File: config.mk
export PLATFORM = sky130hd
export DESIGN_NAME = gate_bist
export DESIGN_NICKNAME = d
export VERILOG_FILES = /design/src/rtl/gate_bist.sv
export SDC_FILE = /design/constraint.sdc
export NUM_CORES = 1
export LEC_CHECK = 0
export BUFFER_PORTS_ARGS = -buffer_cell sky130_fd_sc_hd__buf_4
export CAP_MARGIN = 20
export CORE_UTILIZATION = 59
export CTS_BUF_LIST = sky130_fd_sc_hd__clkbuf_4 sky130_fd_sc_hd__clkbuf_8
export CTS_CLUSTER_SIZE = 25
export DETAILED_ROUTE_END_ITERATION = 8
export GPL_TIMING_DRIVEN = 0
export HOLD_SLACK_MARGIN = 0.05
export PLACE_DENSITY = 0.86
export SETUP_SLACK_MARGIN = 0.3
export SLEW_MARGIN = 20
export SYNTH_ARGS = -nofsm -noshare
export SYNTH_HDL_FRONTEND = slang
export SYNTH_SLANG_ARGS = --single-unit
File: constraint.sdc
create_clock -name clk -period 4.45 [get_ports clk]
set_input_delay 0.2225 -clock clk [delete_from_list [all_inputs] [get_ports clk]]
set_output_delay 0.2225 -clock clk [all_outputs]
set_load 0.05 [all_outputs]
File: src/rtl/gate_bist.sv
// Clocked BIST sequencer for a two-input gate: drives the four input vectors, samples the gate and tallies mismatches against TRUTH.
// Optional build macro GATE_BIST_STOP_ON_FAIL_EN ends the run at the first mismatching sample.
module gate_bist #(
  parameter logic [3:0]  TRUTH  = 4'b1000,
  parameter int unsigned SETTLE = 1
) (
  input  logic       clk,
  input  logic       reset,
  input  logic       start,
  input  logic       gateOut,
  output logic       gateA,
  output logic       gateB,
  output logic       busy,
  output logic       done,
  output logic       allPassed,
  output logic [2:0] failCount,
  output logic [3:0] failMask
);

  typedef enum logic [1:0] {
    IDLE,
    RUN,
    DONE
  } state_e;

  localparam logic [3:0] SETTLE_C = 4'(SETTLE);

  state_e     state_q, state_d;
  logic [1:0] idx_q, idx_d;
  logic [3:0] cnt_q, cnt_d;
  logic [2:0] fail_count_q, fail_count_d;
  logic [3:0] fail_mask_q, fail_mask_d;
  logic       mismatch;

  always_comb begin
    // NOTE: every signal gets a default before the case so no path leaves it unassigned (no latch).
    state_d      = state_q;
    idx_d        = idx_q;
    cnt_d        = cnt_q;
    fail_count_d = fail_count_q;
    fail_mask_d  = fail_mask_q;
    mismatch     = 1'b0;

    case (state_q)
      IDLE, DONE: begin
        if (start) begin
          state_d      = RUN;
          idx_d        = 2'd0;
          cnt_d        = 4'd0;
          fail_count_d = 3'd0;
          fail_mask_d  = 4'd0;
        end
      end
      RUN: begin
        cnt_d = cnt_q + 4'd1;
        // The sample lands on the last edge of the hold window for this vector.
        if (cnt_q == SETTLE_C) begin
          mismatch = (gateOut != TRUTH[idx_q]);
          cnt_d    = 4'd0;
          idx_d    = idx_q + 2'd1;
          if (mismatch) begin
            fail_mask_d[idx_q] = 1'b1;
            fail_count_d       = fail_count_q + 3'd1;
          end
`ifdef GATE_BIST_STOP_ON_FAIL_EN
          if (mismatch || idx_q == 2'd3) state_d = DONE;
`else
          if (idx_q == 2'd3) state_d = DONE;
`endif
        end
      end
      default: state_d = IDLE;
    endcase
  end

  always_comb begin
    gateA     = 1'b0;
    gateB     = 1'b0;
    busy      = 1'b0;
    done      = 1'b0;
    allPassed = 1'b0;
    failCount = fail_count_q;
    failMask  = fail_mask_q;
    case (state_q)
      RUN: begin
        busy  = 1'b1;
        gateA = idx_q[1];
        gateB = idx_q[0];
      end
      DONE: begin
        done      = 1'b1;
        allPassed = (fail_count_q == 3'd0);
      end
      default: ;
    endcase
  end

  // NOTE: sequential state uses non-blocking assignments so every flop updates from pre-edge values.
  always_ff @(posedge clk) begin
    if (reset) begin
      state_q      <= IDLE;
      idx_q        <= 2'd0;
      cnt_q        <= 4'd0;
      fail_count_q <= 3'd0;
      fail_mask_q  <= 4'd0;
    end else begin
      state_q      <= state_d;
      idx_q        <= idx_d;
      cnt_q        <= cnt_d;
      fail_count_q <= fail_count_d;
      fail_mask_q  <= fail_mask_d;
    end
  end

endmodule
==> results of run 1 <==
## area by class of cell
type                    count  area (µm²)  area share [%]
clock inverters             1        5.00           0.526
plain buffers               3        26.3            2.76
clock buffers               3        22.5            2.37
inverters                   7        38.8            4.08
well taps                  14        17.5            1.84
multi-input cells          68         428            45.0
flip-flops and latches     15         300            31.6
repair buffers             15         113            11.8
## kinds of logic (layout without fill, tap and decap cells)
| logic type | Yosys count | count (layout) | synth area share (%) |
|---|---|---|---|
| AND/OR/NAND/NOR | 37 | 37 | 23.7 |
| flip-flops | 15 | 15 | 37.9 |
| XOR/XNOR | 1 | 1 | 1.10 |
| multiplexers | 1 | 1 | 1.26 |
| adder cells (fa/ha/maj) | 8 | 8 | 12.6 |
| buffers and inverters | 10 | 29 | 8.20 |
| AO/OA/AOI/OAI | 21 | 21 | 15.3 |
## metal layers
| metal | vias up | global-route usage [%] |
|---|---|---|
| met2 | 26 | 41.3 |
| li1 | 358 | - |
| met1 | 325 | 30.6 |
| met4 | 0 | 12.9 |
| met5 | - | 0 |
| met3 | 6 | 3.47 |
## metrics by stage
step	cell area [µm²]	instances	utilization, %	worst slack [ns]	power (µW)
after floorplan	793	93	-	2.58	183
after global placement	923	122	78.8	2.84	195
after detailed placement	923	122	78.8	2.80	197
after CTS	951	126	81.2	2.78	272
after global routing	951	126	81.2	2.61	284
final	951	126	81.2	2.77	273
## worst min-delay path: stages
cell,delay [ns]
buf_4,0.12
inv_1,0.05
a32oi_1,0.05
nor2_1,0.07
## worst paths after layout
kind / from / endpoint / slack, ns / cells after the start
worst max register to register: cnt_q[0] / cnt_q[1] / 2.77 / 6
worst max-delay path: cnt_q[0] / cnt_q[1] / 2.77 / 6
worst min register to register: failMask[1] / failMask[1] / 0.49 / 2
worst min-delay path: start / state_q[1] / 0.26 / 4
## synthesized netlist by cell type (2+ instances only)
library cell / n / share of area, %
nand2b_1: 4 / 3.2
nand4_1: 2 / 1.6
a31oi_1: 5 / 3.9
nand2_1: 2 / 0.95
ha_1: 8 / 13
nand3_1: 5 / 3.2
buf_6: 2 / 2.8
dfxtp_1: 15 / 38
inv_1: 6 / 2.8
a21oi_1: 9 / 5.7
o21ai_0: 4 / 2.5
nor2_1: 17 / 8.0
## sequential cells by signal (all words and copies together) (netlist names)
signal / count
failMask: 4
idx_q: 2
cnt_q: 4
failCount: 3
state_q: 2
## power groups by stage
stage,Sequential (µW),Clock [µW],Combinational (µW)
5_1_grt,142,84.5,57.2
3_5_place_dp,145,0,52.0
3_3_place_gp,144,0,51.2
4_1_cts,141,78.1,52.4
2_1_floorplan,150,0,33.2
6_report,142,79.3,52.4
==> results.yml, run 1 <==
clocking:
  cts_hold_buf: 0
  cts_made_buffers: 3
  htreeDepth: 1
  cts_buffer_depth: 2
  post-cts-setup-buffers: 0
  cts.clk_slew.worst_paths_ns: 0.10
  cts_resized: 0
  clk_latency_ns: 0.29
  cts.sinks: 15
  cts_tree: "done"
  cts_root_buffer: "clkbuf_4"
yosys:
  syn_area_per_cell_um2: 8.53
  seq_area_frac_synth_pct: 37.9
  synth.cell_area_um2: 793
  synth_fp_nets: 105
  synthArstFlopShare_pct: 0
  ys_ff_latch: 15
  synth_edf_count: 0
  yosys_warnings: 0
  syn_inst: 93
  ys.flop_type: "dfxtp_1"
  synth_cell_types: 26
timing:
  setup_tns_ns: 0
  period_share_pct: 37.8
  setup_violations: 0
  slew_viol_final: 0
  grt_setup_unrepaired: "false"
  skew_ns: 0.00568
  worst_hold_slack_ns: 0.261
  layout_min_cycle_time_ns: 1.68
  clock.fmax_mhz: 594
  worstMarginPinSlew_ns: 0.486
  max-slew-margin-rel_pct: 67.5
  hold_viol: 0
detailed_routing:
  wire_per_inst_um: 12.7
  dr.first_iter.drc_count: 20
  wl_met2_um: 761
  final_antenna_net_count: 0
  dr.pass1.iters: 5
  wirelength_um: 1590
  drc: 0
  drt-met1-wl_um: 706
  wl_met3_um: 97
  top_layer: "met4"
  num_vias: 715
  avgViaCountPerCell: 5.67
power:
  switching_power_uw: 83.3
  combPwrFrac_pct: 19.2
  seq_power_share_pct: 51.8
  powerDensity_mw_per_mm2: 287
  p_sw_share_pct: 30.5
  ir_drop_mv: 0.206
  p_clk_share_pct: 29.0
  p_leak_uw: 0.000430
  internal-power_uw: 190
placed_design:
  dp_hpwl_um: 1230
  routabilityCongestion: 0.746
  port_buffers: 15
floorplanning:
  row_count: 12
  fp.dieArea_mm2: 0.00149
  io_pins: 16
  dieWidth_um: 38.7
  die_h_um: 38.7
  core_mm2: 0.00117
  start_util_pct: 67.7
final_layout:
  final_common_cell: "nor2_1"
  layout.nets: 125
  drive_gt1_share_pct: 20.5
  fill_cells: 83
  area_growth_pct: 19.9
  diodes: 0
  final_cell_mix: "nor2_1 (17), dfxtp_1 (15), buf_4 (15)"
setup_path:
  crit_family: "simple AND/OR/NAND/NOR gates"
  arrival_ns: 1.85
  startpoint_type: "flip-flop"
  path_cells: "ha_1, nor3b_2, nand2b_1, buf_6, a2bb2oi_1, nor2_1"
  path_class: "flip-flop to flip-flop"
  crit_path_end_kind: "flip-flop"
  cp_data_required_time_ns: 4.62
  crit_buf_inv: 1
  slowest_delay_ns: 0.43
  crit_fanout: 9
  crit_slowest_cell: "dfxtp_1"
grt:
  grt_max_degree: 11
  grt_pass1_wl_um: 2490
  grt_overflow: 0
  grt_antenna_before_repair: 0
  grt_use_total_pct: 24.8
  grt_pass1_vias: 600
run:
  cap_violations: 0
min_path:
  hp-class: "primary input to flip-flop"
outcome:
  status: "finished, final reports clean"
(Power assumes the default switching activity.)
==> run 2: changes to the inputs <==
--- a/config.mk
+++ b/config.mk
@@ -7,13 +7,13 @@
 export LEC_CHECK = 0
 export BUFFER_PORTS_ARGS = -buffer_cell sky130_fd_sc_hd__buf_4
 export CAP_MARGIN = 20
-export CORE_UTILIZATION = 59
+export CORE_UTILIZATION = 55
 export CTS_BUF_LIST = sky130_fd_sc_hd__clkbuf_4 sky130_fd_sc_hd__clkbuf_8
 export CTS_CLUSTER_SIZE = 25
 export DETAILED_ROUTE_END_ITERATION = 8
 export GPL_TIMING_DRIVEN = 0
 export HOLD_SLACK_MARGIN = 0.05
-export PLACE_DENSITY = 0.86
+export PLACE_DENSITY = 0.81
 export SETUP_SLACK_MARGIN = 0.3
 export SLEW_MARGIN = 20
 export SYNTH_ARGS = -nofsm -noshare
==> constraint.sdc (replaced) <==
create_clock -name clk -period 1.6 [get_ports clk]
set_input_delay 0.08 -clock clk [delete_from_list [all_inputs] [get_ports clk]]
set_output_delay 0.08 -clock clk [all_outputs]
set_load 0.05 [all_outputs]
==> run 2 against run 1 <==
  * Combinational power grew to 4.2 times the previous value
  * Highest routed layer unchanged
  * Largest power group unchanged
  * Core utilization rose by 9.9 points
  * Design area rose by 26%
  * Critical endpoint is now cnt_q[3]
  * Clock-buffer cell count up 1
  * Critical path depth grew 1
  * Cell count increased by 11%
  * Non-clock buffer count rose by 13
  * Register-to-register slack worse by 2.6 ns
  * Power rose to 3.1 times the previous value
==> results.yml, run 2 (synthesized netlist as in run 1, its figures left out) <==
outcome:
  status: "finished, final reports clean"
setup_path:
  arrival_ns: 1.65
  rr_worst_depth: 7
  crit_family: "simple AND/OR/NAND/NOR gates"
  path_cells: "inv_2, ha_4, nor3b_4, nand2b_4, buf_6, or3_1, a31oi_1"
  crit_fanout: 6
  slowest_delay_ns: 0.34
  crit_path_end_kind: "flip-flop"
  crit_slowest_cell: "dfxtp_2"
  crit_buf_inv: 2
  path_class: "flip-flop to flip-flop"
  worst-path-stages: 7
  startpoint_type: "flip-flop"
  cp_data_required_time_ns: 1.82
clocking:
  cts.sinks: 15
  clk_latency_ns: 0.29
  cts_tree: "done"
  cts_root_buffer: "clkbuf_4"
  cts_buffer_depth: 2
  htreeDepth: 1
  cts.clk_slew.worst_paths_ns: 0.09
  cts_made_buffers: 3
grt:
  grt_overflow: 0
  grt_pass1_vias: 643
  grt_use_total_pct: 24.8
  grt_antenna_before_repair: 0
  grt_max_degree: 11
  grt_pass1_wl_um: 2650
detailed_routing:
  dr.pass1.iters: 4
  wire_per_inst_um: 15.8
  dr.first_iter.drc_count: 13
  wirelength_um: 2210
  final_antenna_net_count: 0
  avgViaCountPerCell: 5.67
  num_vias: 794
  drc: 0
floorplanning:
  core_mm2: 0.00132
  io_pins: 16
  die_h_um: 40.0
  fp.dieArea_mm2: 0.00160
  row_count: 13
  dieWidth_um: 40.0
  start_util_pct: 60.2
placed_design:
  port_buffers: 15
  routabilityCongestion: 0.754
  dp_hpwl_um: 1290
final_layout:
  drive_gt1_share_pct: 44.8
  layout.nets: 138
  diodes: 0
  final_cell_mix: "buf_4 (25), nor2_1 (16), a21oi_1 (8), dfxtp_1 (8), ha_1 (6)"
  final_common_cell: "buf_4"
  area_growth_pct: 51.3
  multi_input_area_um2: 551
  fill_cells: 51
  regArea_um2: 314
run:
  cap_violations: 0
timing:
  max-slew-margin-rel_pct: 67.3
  clock.fmax_mhz: 701
  grt_setup_unrepaired: "true"
  worstMarginPinSlew_ns: 0.491
  slew_viol_final: 0
  layout_min_cycle_time_ns: 1.43
  period_share_pct: 89.1
  hold_viol: 0
  skew_ns: 0.00160
  setup_tns_ns: 0
  setup_violations: 0
power:
  ir_drop_mv: 0.687
  p_leak_uw: 0.000519
  power_uw: 858
  powerDensity_mw_per_mm2: 715
min_path:
  hold_depth: 4
  hp-class: "primary input to flip-flop"
-- run 2: final timing paths --
| kind | end | startpoint | slack (ns) |
|---|---|---|---|
| min reg2reg | failMask[3] | failMask[3] | 0.53 |
| min | state_q[1] | start | 0.13 |
| max reg2reg | cnt_q[3] | cnt_q[1] | 0.17 |
| max | cnt_q[3] | cnt_q[1] | 0.17 |
-- run 2: where the power goes --
part	internal, µW	leakage [µW]	total (µW)	switching (µW)
Combinational	94.3	0.000376	222	128
Sequential	383	0.000125	392	9.33
Clock	114	0.0000184	243	129
Total	591	0.000519	858	266
-- run 2: stage by stage --
| stage | hold WS (ns) | cell area, µm² | instances | util (%) | setup WS [ns] |
|---|---|---|---|---|---|
| 3_5_place_dp | 0.421 | 956 | 123 | 72.6 | 0.0595 |
| 5_1_grt | 0.154 | 1200 | 140 | 91.1 | 0.108 |
| 2_1_floorplan | 0.256 | 825 | 93 | - | 0.160 |
| 6_report | 0.133 | 1200 | 140 | 91.1 | 0.174 |
| 4_1_cts | 0.133 | 1070 | 134 | 80.9 | 0.186 |
| 3_3_place_gp | 0.405 | 956 | 123 | 72.6 | 0.0742 |
-- run 2: layout make-up --
| type | count | area share, % |
|---|---|---|
| plain buffers | 3 | 2.19 |
| clock buffers | 4 | 2.50 |
| inverters | 7 | 3.23 |
| multi-input cells | 68 | 45.9 |
| flip-flops and latches | 15 | 26.2 |
| well taps | 15 | 1.56 |
| repair buffers | 28 | 18.5 |
-- run 2: worst register-to-register path: stages (launching register included) --
cell	delay, ns
dfxtp_2	0.34
inv_2	0.04
ha_4	0.14
nor3b_4	0.15
nand2b_4	0.15
buf_6	0.13
or3_1	0.30
a31oi_1	0.12
-- run 2: layer usage --
metal | share of wire (%) | GRT usage [%] | up-vias
met5 | 0 | 0 | -
met1 | 44 | 27.9 | 378
li1 | - | - | 387
met3 | 3.8 | 5.56 | 8
met2 | 50 | 41.9 | 21
met4 | 2.6 | 15.5 | 0
-- run 2: timing repair --
item | 4_1_cts | 5_1_grt
buffers inserted | 7 | 6
setup endpoints to repair | 13 | 15
hold buffers | 0 | 0
resized for setup | 8 | 17
pin swaps | 6 | 6
==> run 3: changes to the inputs <==
--- a/config.mk
+++ b/config.mk
@@ -7,7 +7,9 @@
 export LEC_CHECK = 0
 export BUFFER_PORTS_ARGS = -buffer_cell sky130_fd_sc_hd__buf_4
 export CAP_MARGIN = 20
-export CORE_UTILIZATION = 55
+export CELL_PAD_IN_SITES_DETAIL_PLACEMENT = 1
+export CELL_PAD_IN_SITES_GLOBAL_PLACEMENT = 1
+export CORE_UTILIZATION = 41
 export CTS_BUF_LIST = sky130_fd_sc_hd__clkbuf_4 sky130_fd_sc_hd__clkbuf_8
 export CTS_CLUSTER_SIZE = 25
 export DETAILED_ROUTE_END_ITERATION = 8
==> run 3 against run 2 <==
  * The run now ends with negative setup slack left
  * Largest power group unchanged
  * Clock skew is 0.0010 ns higher
  * Sequential share of layout area is 0.47 points lower
  * Register-to-register slack worse by 0.18 ns
  * Highest routed layer unchanged
  * Power is 3.7% higher
  * Worst hold slack better by 0.023 ns
  * Clock-buffer cell count is 1 lower
  * Design area is 3.9% higher
  * Critical path depth stayed put
  * Clock power is 2% lower
  * Non-clock buffer count is 2 higher
==> results.yml, run 3 (synthesized netlist as in run 1, its figures left out) <==
final_layout:
  area_growth_pct: 57.1
  drive_gt1_share_pct: 51.2
  diodes: 0
  layout.nets: 140
  fill_cells: 198
  final_cell_mix: "buf_4 (25), nor2_1 (13), a21oi_1 (8)"
  finalNonFillerCells: 152
  final_common_cell: "buf_4"
power:
  ir_drop_mv: 0.444
  powerDensity_mw_per_mm2: 714
  p_clk_share_pct: 26.7
  internal-power_uw: 582
  seq_power_share_pct: 44.3
  combPwrFrac_pct: 29.0
  switching_power_uw: 307
  p_leak_uw: 0.000522
  p_sw_share_pct: 34.5
timing:
  period_share_pct: 101
  grt_setup_unrepaired: "true"
  clock.fmax_mhz: 621
  setup_ws_ns: -0.0111
  slew_viol_final: 0
  worstMarginPinSlew_ns: 0.500
  layout_min_cycle_time_ns: 1.61
  hold_viol: 0
  max-slew-margin-rel_pct: 66.7
  setup_violations: 1
  skew_ns: 0.00260
clocking:
  cts.sinks: 15
  cts_root_buffer: "clkbuf_4"
  cts_tree: "done"
  cts.clk_slew.worst_paths_ns: 0.11
  cts_buffer_depth: 2
  cts_made_buffers: 3
  htreeDepth: 1
  clk_latency_ns: 0.29
grt:
  grt_pass1_vias: 785
  grt_pass1_wl_um: 3940
  grt_use_total_pct: 27.0
  grt_max_degree: 11
  met1_usage_pct: 35.2
  use_met3_pct: 4.37
  use_met2_pct: 44.8
  grt_overflow: 0
  grt_antenna_before_repair: 0
  top_usage_layer: "met2"
detailed_routing:
  avgViaCountPerCell: 5.84
  drc: 0
  dr.first_iter.drc_count: 40
  num_vias: 888
  wire_per_inst_um: 23.3
  final_antenna_net_count: 0
  wirelength_um: 3530
  dr.pass1.iters: 4
placed_design:
  port_buffers: 15
  dp_hpwl_um: 1410
  preCtsSetupSlack_ns: 0.0100
  dpl.cell_count: 133
  routabilityCongestion: 0.764
min_path:
  hp-class: "primary input to flip-flop"
setup_path:
  startpoint_type: "flip-flop"
  r2r-start: "cnt_q[1]"
  arrival_ns: 1.81
  cp_data_required_time_ns: 1.80
  crit_fanout: 3
  rrSetupSlack_ns: -0.01
  cp-startpoint: "cnt_q[1]"
  rr_worst_depth: 7
  r2r-end: "cnt_q[3]"
  crit_path_end_kind: "flip-flop"
  path_class: "flip-flop to flip-flop"
  critPathCapture: "cnt_q[3]"
floorplanning:
  core_mm2: 0.00176
  fp.dieArea_mm2: 0.00211
  io_pins: 16
  row_count: 15
  dieWidth_um: 46.0
  start_util_pct: 45.0
  die_h_um: 46.0
outcome:
  violations: "negative setup slack"
  status: "finished with violations"
run:
  cap_violations: 0
[run 3: cell types whose count changed in the layout (fill, tap and decap cells not counted), moves of 2 or more]
cell,previous run,this run
nor2_1,16,13
inv_2,1,3
nor2_4,1,3
dfxtp_4,2,4
inv_1,5,3
[run 3: worst min path at each step]
stage / start / slack (ns) / cells after the start / end
after floorplan: start / 0.26 / 3 / state_q[1]
after global placement: start / 0.40 / 4 / state_q[1]
after detailed placement: start / 0.41 / 4 / state_q[1]
after CTS: start / 0.09 / 4 / state_q[1]
after global routing: start / 0.17 / 4 / state_q[1]
final: start / 0.16 / 4 / state_q[1]
[run 3: critical path, stage by stage, from the launching register on]
cell and delay (ns):
dfxtp_2 0.35, inv_2 0.04, ha_4 0.14, nor3b_4 0.15, nand2b_4 0.15, buf_6 0.12, or3_1 0.34, a31oi_1 0.23
[run 3: final cells by class]
cell class | instances | area (µm²) | share of cell area, %
sequential | 15 | 320 | 25.7
multi-input combinational | 68 | 549 | 44.1
clock inverter | 1 | 5.00 | 0.402
buffer | 3 | 26.3 | 2.11
clock buffer | 3 | 22.5 | 1.81
inverter | 7 | 38.8 | 3.11
timing repair buffer | 30 | 253 | 20.3
tap | 25 | 31.3 | 2.51
[run 3: power groups by stage]
stage	sequential, µW	combinational [µW]	clock (µW)
CTS	391	190	232
global route	395	270	260
global placement	404	155	0
floorplan	419	99.7	0
detailed placement	405	159	0
finish	394	258	237
[run 3: stage by stage]
stage / hold WS (ns) / cell area [µm²] / power [µW] / utilization [%] / TNS (ns)
floorplan: 0.256 / 825 / 518 / - / 0
global placement: 0.397 / 968 / 559 / 54.9 / 0
detailed placement: 0.407 / 968 / 564 / 54.9 / 0
CTS: 0.0947 / 1120 / 813 / 63.3 / 0
global route: 0.174 / 1250 / 924 / 70.6 / -0.0158
finish: 0.156 / 1250 / 889 / 70.6 / -0.0111
[run 3: per-layer routing]
layer / up-vias / wire (µm) / share of wire [%]
li1: 386 / - / -
met1: 449 / 1420 / 40
met2: 37 / 1820 / 52
met3: 16 / 114 / 3.2
met4: 0 / 180 / 5.1
met5: - / 0 / 0
[run 3: repair_timing]
| item | CTS | global route |
|---|---|---|
| pin swaps | 8 | 3 |
| endpoints found under the setup margin | 17 | 19 |
| setup buffers | 10 | 5 |
| resized for setup | 15 | 21 |
| hold buffers | 0 | 0 |
